`src/rtl/prog_loader_if.sv`:
```
// prog_loader_if: byte-stream input and instruction-memory write bus of the program loader.
// The master side is the byte source / memory model. The slave side is the loader.
interface prog_loader_if #(parameter int ADDR_W = 10);
    logic              in_valid;
    logic [7:0]        in_data;
    logic              in_ready;
    logic              im_we;
    logic [ADDR_W-1:0] im_addr;
    logic [8:0]        im_wdata;
    modport master (output in_valid, in_data, input in_ready, im_we, im_addr, im_wdata);
    modport slave  (input in_valid, in_data, output in_ready, im_we, im_addr, im_wdata);
endinterface

```
`src/rtl/prog_loader.sv`:
```
// prog_loader: parses a framed byte stream (length, 9-bit words, XOR checksum) into instruction
// memory writes from address 0, holding the core in reset while loading.
module prog_loader #(parameter int ADDR_W = 10) (
    input  logic        clk,
    input  logic        reset_n,
    input  logic        start,
    input  logic        abort,
    prog_loader_if.slave bus,
    output logic        cpu_hold,
    output logic        done,
    output logic [1:0]  err,
    output logic        illegal_seen
);
    localparam logic [2:0] IDLE = 3'd0, LEN_LO = 3'd1, LEN_HI = 3'd2, INS_LO = 3'd3,
                           INS_HI = 3'd4, CSUM = 3'd5, DONE = 3'd6, ERR = 3'd7;
    localparam logic [16:0] DEPTH = 17'(2 ** ADDR_W);

    logic [2:0]        state_q, state_d;
    logic [7:0]        lo_q, lo_d, csum_q, csum_d;
    logic [ADDR_W:0]   len_q, len_d, count_q, count_d;
    logic [ADDR_W-1:0] addr_q, addr_d;
    logic [8:0]        wdata_q, wdata_d;
    logic              we_q, we_d, ill_q, ill_d;
    logic [1:0]        err_q, err_d;
    logic              xfer, last;
    logic [15:0]       n;

    assign bus.in_ready = (state_q >= LEN_LO) && (state_q <= CSUM);
    assign bus.im_we    = we_q;
    assign bus.im_addr  = addr_q;
    assign bus.im_wdata = wdata_q;
    assign cpu_hold     = !(state_q == IDLE || state_q == DONE || state_q == ERR);
    assign done         = state_q == DONE;
    assign err          = err_q;
    assign illegal_seen = ill_q;

    assign xfer = bus.in_valid & bus.in_ready;
    assign n    = {bus.in_data, lo_q};
    assign last = (count_q + 1'b1) == len_q;

    always_comb begin
        state_d = state_q;
        lo_d    = lo_q;
        csum_d  = (xfer && state_q != CSUM) ? csum_q ^ bus.in_data : csum_q;
        len_d   = len_q;
        count_d = count_q;
        wdata_d = wdata_q;
        err_d   = err_q;
        we_d    = 1'b0;
        // address advances after each write but saturates so a full-depth load never wraps
        addr_d  = (we_q && addr_q != '1) ? addr_q + 1'b1 : addr_q;
        ill_d   = ill_q | (we_q && !wdata_q[0] && wdata_q[4:1] >= 4'b1110);
        case (state_q)
            IDLE, DONE, ERR: if (start) begin
                state_d = LEN_LO;
                count_d = '0;
                csum_d  = '0;
                addr_d  = '0;
                err_d   = 2'd0;
                ill_d   = 1'b0;
            end
            LEN_LO: if (xfer) begin
                lo_d    = bus.in_data;
                state_d = LEN_HI;
            end
            LEN_HI: if (xfer) begin
                len_d   = n[ADDR_W:0];
                state_d = ({1'b0, n} > DEPTH) ? ERR : (n == '0) ? CSUM : INS_LO;
                err_d   = ({1'b0, n} > DEPTH) ? 2'd2 : err_q;
            end
            INS_LO: if (xfer) begin
                lo_d    = bus.in_data;
                state_d = INS_HI;
            end
            INS_HI: if (xfer) begin
                if (|bus.in_data[7:1]) begin
                    state_d = ERR;
                    err_d   = 2'd1;
                end else begin
                    we_d    = 1'b1;
                    wdata_d = {bus.in_data[0], lo_q};
                    count_d = count_q + 1'b1;
                    state_d = last ? CSUM : INS_LO;
                end
            end
            CSUM: if (xfer) begin
                state_d = (bus.in_data == csum_q) ? DONE : ERR;
                err_d   = (bus.in_data == csum_q) ? 2'd0 : 2'd3;
            end
            default: ;
        endcase
        if (abort) begin
            state_d = IDLE;
            we_d    = 1'b0;
        end
    end

    always_ff @(posedge clk or negedge reset_n) begin
        if (!reset_n) begin
            state_q <= IDLE;
            lo_q    <= '0;
            csum_q  <= '0;
            len_q   <= '0;
            count_q <= '0;
            addr_q  <= '0;
            wdata_q <= '0;
            we_q    <= 1'b0;
            ill_q   <= 1'b0;
            err_q   <= 2'd0;
        end else begin
            state_q <= state_d;
            lo_q    <= lo_d;
            csum_q  <= csum_d;
            len_q   <= len_d;
            count_q <= count_d;
            addr_q  <= addr_d;
            wdata_q <= wdata_d;
            we_q    <= we_d;
            ill_q   <= ill_d;
            err_q   <= err_d;
        end
    end
endmodule

```
`src/flat_wrapper.sv`:
```
// flat-port wrapper written by rule: the top's interface ports become plain ports
module prog_loader_flat 
#(parameter int ADDR_W = 10)
  (clk, reset_n, start, abort, cpu_hold, done, err, illegal_seen, bus_in_valid, bus_in_data, bus_in_ready, bus_im_we, bus_im_addr, bus_im_wdata);
  prog_loader_if #(.ADDR_W(ADDR_W)) bus_i ();
  input  logic clk;
  input  logic reset_n;
  input  logic start;
  input  logic abort;
  output logic cpu_hold;
  output logic done;
  output logic [1:0] err;
  output logic illegal_seen;
  input wire logic [$bits(bus_i.in_valid)-1:0] bus_in_valid;
  input wire logic [$bits(bus_i.in_data)-1:0] bus_in_data;
  output wire logic [$bits(bus_i.in_ready)-1:0] bus_in_ready;
  output wire logic [$bits(bus_i.im_we)-1:0] bus_im_we;
  output wire logic [$bits(bus_i.im_addr)-1:0] bus_im_addr;
  output wire logic [$bits(bus_i.im_wdata)-1:0] bus_im_wdata;
  assign bus_i.in_valid = bus_in_valid;
  assign bus_i.in_data = bus_in_data;
  assign bus_in_ready = bus_i.in_ready;
  assign bus_im_we = bus_i.im_we;
  assign bus_im_addr = bus_i.im_addr;
  assign bus_im_wdata = bus_i.im_wdata;
  prog_loader #(.ADDR_W(ADDR_W)) u_core (.clk(clk), .reset_n(reset_n), .start(start), .abort(abort), .bus(bus_i), .cpu_hold(cpu_hold), .done(done), .err(err), .illegal_seen(illegal_seen));
endmodule
```
`config.mk`:
```
export PLATFORM = sky130hd
export DESIGN_NAME = prog_loader_flat
export DESIGN_NICKNAME = d
export VERILOG_FILES = /design/src/rtl/prog_loader_if.sv /design/src/rtl/prog_loader.sv /design/src/flat_wrapper.sv
export SDC_FILE = /design/constraint.sdc
export NUM_CORES = 1
export LEC_CHECK = 0
export ABC_CLOCK_PERIOD_IN_PS = 3200
export CELL_PAD_IN_SITES_DETAIL_PLACEMENT = 1
export CELL_PAD_IN_SITES_GLOBAL_PLACEMENT = 1
export CORE_MARGIN = 2
export CORE_UTILIZATION = 44
export DETAILED_ROUTE_END_ITERATION = 8
export HOLD_SLACK_MARGIN = 0.1
export PLACE_DENSITY = 0.83
export SKIP_CTS_REPAIR_TIMING = 1
export SLEW_MARGIN = 10
export SYNTH_ARGS = -nofsm -noshare
export SYNTH_HDL_FRONTEND = slang
export SYNTH_SLANG_ARGS = --single-unit
```
`constraint.sdc`:
```
create_clock -name clk -period 3.2 [get_ports clk]
set_input_delay 0.32 -clock clk [delete_from_list [all_inputs] [get_ports clk]]
set_output_delay 0.32 -clock clk [all_outputs]
set_load 0.01 [all_outputs]
```
Word level (Yosys, flattened, before mapping):

Cells that the tools add are included.

* output and inout port bits: 26
* flip-flop bits (word level): 64

* mux-type cells: 37
* bitwise logic cells: 4
* $lt $le $gt $ge: 4
* reductions and logical operators: 22
* equal/unequal tests: 24
* $add $sub $neg: 2

Operator list (number)
* 11-bit two-way mux: 3
* 3-bit two-way mux: 11
* 10-bit two-way mux: 3
* 8-bit two-way mux: 3
* 11-bit one-hot mux with 2 select lines: 1
* 3-bit one-hot mux with 6 select lines: 1
* 16-bit by 11-bit > comparator with 1-bit output (second input constant): 1
* 16-bit logical NOT: 1
* 3-bit by 2-bit != test with 1-bit output (second input constant): 5
* 2-bit two-way mux: 7
* 3-bit equality test (second input constant): 4
* 11-bit by 1-bit adder with 11-bit output (second input constant): 1
* 11-bit equality test: 1
* 10-bit by 1-bit adder with 10-bit output (second input constant): 1
* 10-bit != test (second input constant): 1
* 2-bit by 1-bit != test with 1-bit output (second input constant): 5
* 8-bit equality test: 1
* 2-bit one-hot mux with 4 select lines: 1
* 8-bit XOR: 1
* 1-bit two-way mux: 7
* 7-bit AND reduction: 1
* 7-bit OR reduction: 1
* 3-bit by 2-bit equality test with 1-bit output (second input constant): 2
* 3-bit != test (second input constant): 2
* 20 further kinds: 28

Longest topological paths before layout:

* depth in word-level cells: 7
* gate-level depth with buffers: 9

Least setup slack after synthesis:

OpenSTA, ideal clock, no wires.

* kind: register to register
* from: reg u_core.state_q[2]
* to: reg u_core.count_q[8]
* arrival: 2.187 ns
* cell stages (with the launch flop): 10
* setup slack: 0.931 ns
* cells stage by stage: dfrtp_1 > clkinv_1 > ha_1 > inv_1 > o21bai_1 > or3_1 > nand2b_4 > buf_6 > or3_1 > o21ai_0

* longest elaborated chain between the ends: 5

Ends and longest elaborated chain
* start, declared: line prog_loader.sv:18 `logic [2:0] state_q, state_d;`
* start signal, assigned: line prog_loader.sv:111 `state_q <= state_d;`
* 3-bit by 1-bit >= comparator with 1-bit output or 3-bit <= comparator (tied branches): line prog_loader.sv:28 `assign bus.in_ready = (state_q >= LEN_LO) && (state_q <= CSUM);`
* 1-bit logical AND: line prog_loader.sv:28
* 1-bit AND: line prog_loader.sv:37 `assign xfer = bus.in_valid & bus.in_ready;`
* 2-bit by 1-bit != test with 1-bit output (no source line)
* 4-bit AND reduction (no source line)
* end signal, assigned: line prog_loader.sv:115 `count_q <= count_d;`
* end, declared: line prog_loader.sv:20 `logic [ADDR_W:0] len_q, len_d, count_q, count_d;`

Parallel ways exist; a longest one is shown, timed or not.
A chain may end at the register's enable or synchronous reset.

Worst setup path in the final report:

* from: reg u_core.state_q[1]
* to: reg u_core.err_q[1] (netlist: u_core.err[1])

* longest elaborated chain between the ends: 5

Ends and longest elaborated chain
* 3-bit by 1-bit >= comparator with 1-bit output or 3-bit <= comparator (tied branches): line prog_loader.sv:28
* 1-bit logical AND: line prog_loader.sv:28
* 1-bit AND: line prog_loader.sv:37
* 2-bit by 1-bit != test with 1-bit output (no source line)
* 7-bit AND reduction (no source line)
* end signal, assigned: line prog_loader.sv:120 `err_q <= err_d;`
* end, declared: line prog_loader.sv:24 `logic [1:0] err_q, err_d;`

Parallel ways exist; a longest one is shown, timed or not.

==> summary.txt <==
Power
  • Leakage: 1.82 nW
  • Seq pwr share: 44.1%
  • Total power: 2.66 mW
  • Comb power frac: 29.7%
  • Switching pwr: 0.943 mW
  • Clock power share: 26.3%
  • VDD IR max: 343 µV
  • Int Power: 1.71 mW
  • Power per cell area: 628 nW/µm²
  • Sw frac: 35.5%

STA
  • Final hold viol count: 0
  • Slew HR: 42.5%
  • Min Hold Slack: 0.490 ns
  • Fmax: 0.376 GHz
  • Tmin final: 2.66 ns
  • Setup ws final: 0.543 ns
  • Part of the cycle the worst path needs: 83.0%
  • Endpoints failing setup: 0
  • Clk_skew: 0.00605 ns
  • RSZ-0062 raised after global routing: no
  • Setup_tns: 0 ns
  • Max Transition Viols Final: 0
  • Worst slew pin tran: 0.862 ns

CTS
  • Sink Count: 64
  • Max H-tree Level: 3
  • Reg clk slew, reported paths: 0.07 ns
  • CTS tree: done
  • Num CTS Buffers: 9
  • Clock Latency Late Sink: 0.34 ns
  • Clock Path Buffers: 2
  • Root buf cell: clkbuf_8

Drt
  • Drt drc: 0
  • Vias/cell: 5.71
  • WL/cell: 18.0 µm
  • 1st-pass router iterations: 4
  • Post-Route WL: 9260 µm
  • Via Count: 2,933
  • Post-DRT Antenna Nets: 0
  • DRT iter0 DRCs: 105

Yosys
  • Synth warn: 0
  • Post-Syn Area: 3530 µm²
  • Post-synth EDFFs: 0
  • Adder-Cell Fraction of Synth Area: 2.12%
  • Register area share after synthesis: 45.3%
  • Xor-xnor portion of the synthesized cell area: 9.91%
  • Syn Area/Cell: 9.68 µm²
  • Synth Area in Compound Gates: 12.2%
  • Cell variety after synth: 49
  • Synth Instances: 365
  • Simple-Gate Fraction of Synth Area: 18.7%
  • Yosys reg bits: 64
  • Multiplexer area fraction after synthesis: 8.88%
  • Async SR Flop Fraction: 100%
  • Mapped Nets: 384
  • Area fraction of the dominant cell type after synthesis: 45.3%
  • Area leader, netlist: dfrtp_1
  • Top_reg_cell synth: dfrtp_1
  • Ranking of synthesized cells by area: dfrtp_1 45%, mux2_2 8.6%, xor2_1 5.5%
  • Largest family of logic cells by synthesized area: simple AND/OR/NAND/NOR gates

Final layout
  • Layout area overhead: 19.7%
  • Antenna fix cells: 0
  • Fin nets: 426
  • Layout cell share with drive strength beyond 1: 13.3%
  • Core Util, Final: 54.5%
  • Commonest non-fill, non-tap cell in the layout: dfrtp_1
  • Commonest cells after routing, fill and taps aside: 64 x dfrtp_1, 46 x nor2_1, 37 x clkdlybuf4s50_1

Placed design
  • Placed wire-length estimate: 6640 µm
  • Placer Congestion: 0.894
  • Place WS: 0.429 ns
  • Port Buf Inserts: 38

Floorplanning
  • DIE AREA: 8770 µm²
  • Die Y: 93.6 µm
  • Ports: 39
  • Die Wd: 93.6 µm
  • Rows: 32
  • CORE AREA: 7770 µm²
  • Initial Util: 45.5%

Min path
  • Hold Path Class: in -> async

Critical path
  • Req. time, crit path: 3.43 ns
  • CP endpoint kind: register
  • Worst Path Arrival: 2.89 ns
  • CP max FO: 15
  • Worst Setup Path Type: reg -> reg
  • Setup crit start kind: register

Global route
  • Antenna violations before repair: 0
  • GRT Overall Usage: 23.0%
  • Largest net degree at the start of global routing: 45
  • Grt total ovfl: 0
  • Vias in the first global route: 2,980
  • First-pass GRT wire length: 15,500 µm

Run
  • Max cap viols: 0

Status
  • Outcome: completed
==> metal layers <==
| metal | wire, µm | share of wire [%] | vias to the layer above | global-route usage, % |
|---|---|---|---|---|
| met2 | 4500 | 49 | 60 | 36.6 |
| met1 | 4220 | 46 | 1478 | 31.6 |
| li1 | - | - | 1380 | - |
| met3 | 395 | 4.3 | 15 | 5.16 |
| met5 | 0 | 0 | - | 0 |
| met4 | 137 | 1.5 | 0 | 6.88 |
==> power groups by stage <==
stage          combinational [mW]  clock (mW)  sequential, mW
6_report                    0.788       0.698            1.17
5_1_grt                     0.880       0.744            1.20
2_1_floorplan               0.586           0            1.08
3_5_place_dp                0.784           0            1.18
3_3_place_gp                0.748           0            1.17
4_1_cts                     0.793       0.716            1.17
==> worst max-delay path, cell delays in order (launching register included) <==
cell,delay [ns]
dfrtp_1,0.64
inv_2,0.19
ha_1,0.28
nor3b_1,0.36
nor2_1,0.08
nor2_1,0.15
o22ai_1,0.12
nor3_1,0.34
mux2_2,0.38
==> flip-flops by register name, summed over array words and instances (netlist names) <==
| register | flops |
|---|---|
| u_core.len_q | 11 |
| u_core.csum_q | 8 |
| u_core.lo_q | 8 |
| u_core.illegal_seen | 1 |
| u_core.bus.im_we | 1 |
| u_core.bus.im_addr | 10 |
| u_core.count_q | 11 |
| u_core.state_q | 3 |
| u_core.err | 2 |
| u_core.bus.im_wdata | 9 |
==> cell type report <==
type / instances / area (µm²)
clock inverters: 5 / 56.3
multi-input cells: 276 / 1830
flip-flops and latches: 64 / 1600
well taps: 102 / 128
fillers: 883 / 3540
repair buffers: 46 / 438
inverters: 10 / 37.5
clock buffers: 11 / 141
==> cell usage after synthesis (3+ instances only) <==
master / number
nand2_1: 27
nor4_1: 3
mux2_2: 27
nand4_1: 6
a211oi_1: 3
xnor2_1: 18
or3_1: 3
xor2_1: 22
nor3_1: 10
o21bai_1: 3
nand3_1: 15
inv_1: 8
nor3b_1: 4
and3_1: 5
ha_1: 6
o22ai_1: 4
clkbuf_1: 11
a21oi_1: 12
o41ai_1: 3
o31ai_1: 3
nor2_1: 46
dfrtp_1: 64
o21ai_0: 27
nand2b_1: 4
==> cell families after synthesis <==
family / after synthesis
flops: 64
simple gates: 133
fa+ha+maj: 6
buf+inv: 25
mux: 28
compound gates: 69
xor+xnor: 40
==> per-stage QoR <==
stage	cells	area, µm²
after floorplan	365	3530
after global placement	497	4020
after detailed placement	497	4020
after CTS	513	4220
after global routing	514	4230
final	514	4230
==> worst paths after layout <==
| path | start | to | slack (ns) | depth (start not counted) |
|---|---|---|---|---|
| worst min-delay path | reset_n | u_core.count_q[2] | 0.49 | 2 |
| worst max-delay path | u_core.state_q[1] | u_core.err[1] | 0.54 | 8 |
| worst max register to register | u_core.state_q[1] | u_core.err[1] | 0.54 | 8 |
| min in group clk | u_core.bus.im_wdata[5] | u_core.bus.im_wdata[5] | 0.51 | 1 |
| max in group asynchronous | reset_n | u_core.csum_q[2] | 1.76 | 3 |
| worst min register to register | u_core.bus.im_wdata[5] | u_core.bus.im_wdata[5] | 0.51 | 1 |
Note: power is estimated with default switching activity, not from simulation.
==> RTL edit, RTL diff (same settings) <==
`ADDR_W` is set to 10 in 3 places; all go to 9.
--- a/src/rtl/prog_loader_if.sv
+++ b/src/rtl/prog_loader_if.sv
@@ -1,6 +1,6 @@
 // prog_loader_if: byte-stream input and instruction-memory write bus of the program loader.
 // The master side is the byte source / memory model. The slave side is the loader.
-interface prog_loader_if #(parameter int ADDR_W = 10);
+interface prog_loader_if #(parameter int ADDR_W = 9);
     logic              in_valid;
     logic [7:0]        in_data;
     logic              in_ready;
--- a/src/rtl/prog_loader.sv
+++ b/src/rtl/prog_loader.sv
@@ -1,6 +1,6 @@
 // prog_loader: parses a framed byte stream (length, 9-bit words, XOR checksum) into instruction
 // memory writes from address 0, holding the core in reset while loading.
-module prog_loader #(parameter int ADDR_W = 10) (
+module prog_loader #(parameter int ADDR_W = 9) (
     input  logic        clk,
     input  logic        reset_n,
     input  logic        start,
--- a/src/flat_wrapper.sv
+++ b/src/flat_wrapper.sv
@@ -1,6 +1,6 @@
 // flat-port wrapper written by rule: the top's interface ports become plain ports
 module prog_loader_flat 
-#(parameter int ADDR_W = 10)
+#(parameter int ADDR_W = 9)
   (clk, reset_n, start, abort, cpu_hold, done, err, illegal_seen, bus_in_valid, bus_in_data, bus_in_ready, bus_im_we, bus_im_addr, bus_im_wdata);
   prog_loader_if #(.ADDR_W(ADDR_W)) bus_i ();
   input  logic clk;
Interface: changed (resized bus_im_addr); port bits go from 39 to 38. The function was not compared with the original's and may differ.
==> RTL edit against the original RTL <==
- cell area decreased by 8.4%
- sequential cell count is 3 lower
- synthesized area is 7.0% lower
- final cell count fell by 7.2%
- sequential share of layout area grew 1.5 points
- sequential power shrank 6%
- total power down 16%
- hold slack lost 7.7 ps
- synthesized cell count is 6.6% lower
- first-iteration DRC count grew 36%
- routed wire length down 7.9%
- non-clock buffer count down 4
- setup slack better by 24 ps
- largest cell class unchanged
==> RTL edit: results (changes against the original RTL) <==
clk_skew=9.295 ps (+3.246 ps); number of sequential cells=61 (-4.7%); Synthesized Nets=357 (-7.0%); layout net count=391 (-8.2%); first-pass GRT wire length=14.45 mm (-6.6%); Seq/Total Area, Yosys=46.42% (+1.1 points); Worst path slowest cell=nor4_1; met2 WL=4.224 mm (-6.2%); M2 GR Usage=38.03% (+1.5 points); leakage power=0.001687 µW (-7.3%); Post-Synth Adder-Cell Area=1.142% (-0.98 points); Setup WS pre-CTS=548.8 ps (+120.1 ps); post-synthesis compound-gate area fraction=10.73% (-1.4 points); multiplexer share of the synthesized area=9.018% (+0.13 points); Initial DRC Count=143 (+36%); WP data arrival=2850 ps (-40 ps); met1 GRT Util=28.89% (-2.7 points); All-Layer GR Usage=22.37% (-0.64 points); fraction of area in multi-input gates=42.37% (-0.86 points); worst-path fanout max=8 (-7); drt via density=5.564 (-2.5%); FF+latch area=0.001526 mm² (-4.7%); Hold Path Class=flip-flop to flip-flop; number of global-route vias before repair=2788 (-6.4%); Inst Count DP=462 (-7.0%); top post-synthesis cells by count=61 x dfrtp_1, 50 x nand2_1, 31 x nor2_1; non-filler cells, final=477 (-7.2%); slowest cell delay on critical path=520 ps (-120 ps); switching share of power=32.58% (-2.9 points); GP Congestion=0.7808 (-13%); layout cell share with drive strength beyond 1=12.17% (-1.2 points); final wirelength=8.529 mm (-7.9%); count of different cell masters after synthesis=47 (-4.1%); NonClk Buf Share=10.45% (+0.11 points); largest net degree at the start of global routing=23 (-49%); xor and xnor area share after synthesis=8.790% (-1.1 points); met3 Usage GRT=2.922% (-2.2 points); clock-cell share of area=4.259% (-0.41 points); status=finished clean; PortBufs=37 (-2.6%); wire length on met3=222 µm (-44%)
==> RTL edit: cell count changes after synthesis, sizes merged, moves of 4 or more <==
cell / change
and2: +4
mux2: -6
nand3: -6
o21ai: -5
buf: +7
inv: -6
xnor2: -9
nand2b: -5
nor2: -15
nand2: +23
mux2i: +5
nor3b: -4
==> RTL edit: final timing paths <==
path | start | cells past startpoint | slack (ps) | end
max | bus_in_data[2] | 7 | 570 | u_core.err[0]
min | u_core.bus.im_wdata[6] | 2 | 480 | u_core.bus.im_wdata[6]
max reg2reg | u_core.count_q[0] | 7 | 700 | u_core.state_q[2]
min reg2reg | u_core.bus.im_wdata[6] | 2 | 480 | u_core.bus.im_wdata[6]
max in group asynchronous | reset_n | 3 | 2030 | u_core.bus.im_addr[3]
min in group asynchronous | reset_n | 2 | 490 | u_core.len_q[8]
==> RTL edit: stage by stage <==
step | instance area, µm² | power, µW
finish | 3877 | 2226
global route | 3877 | 2352
CTS | 3867 | 2239
detailed placement | 3702 | 1622
global placement | 3702 | 1588
floorplan | 3288 | 1420
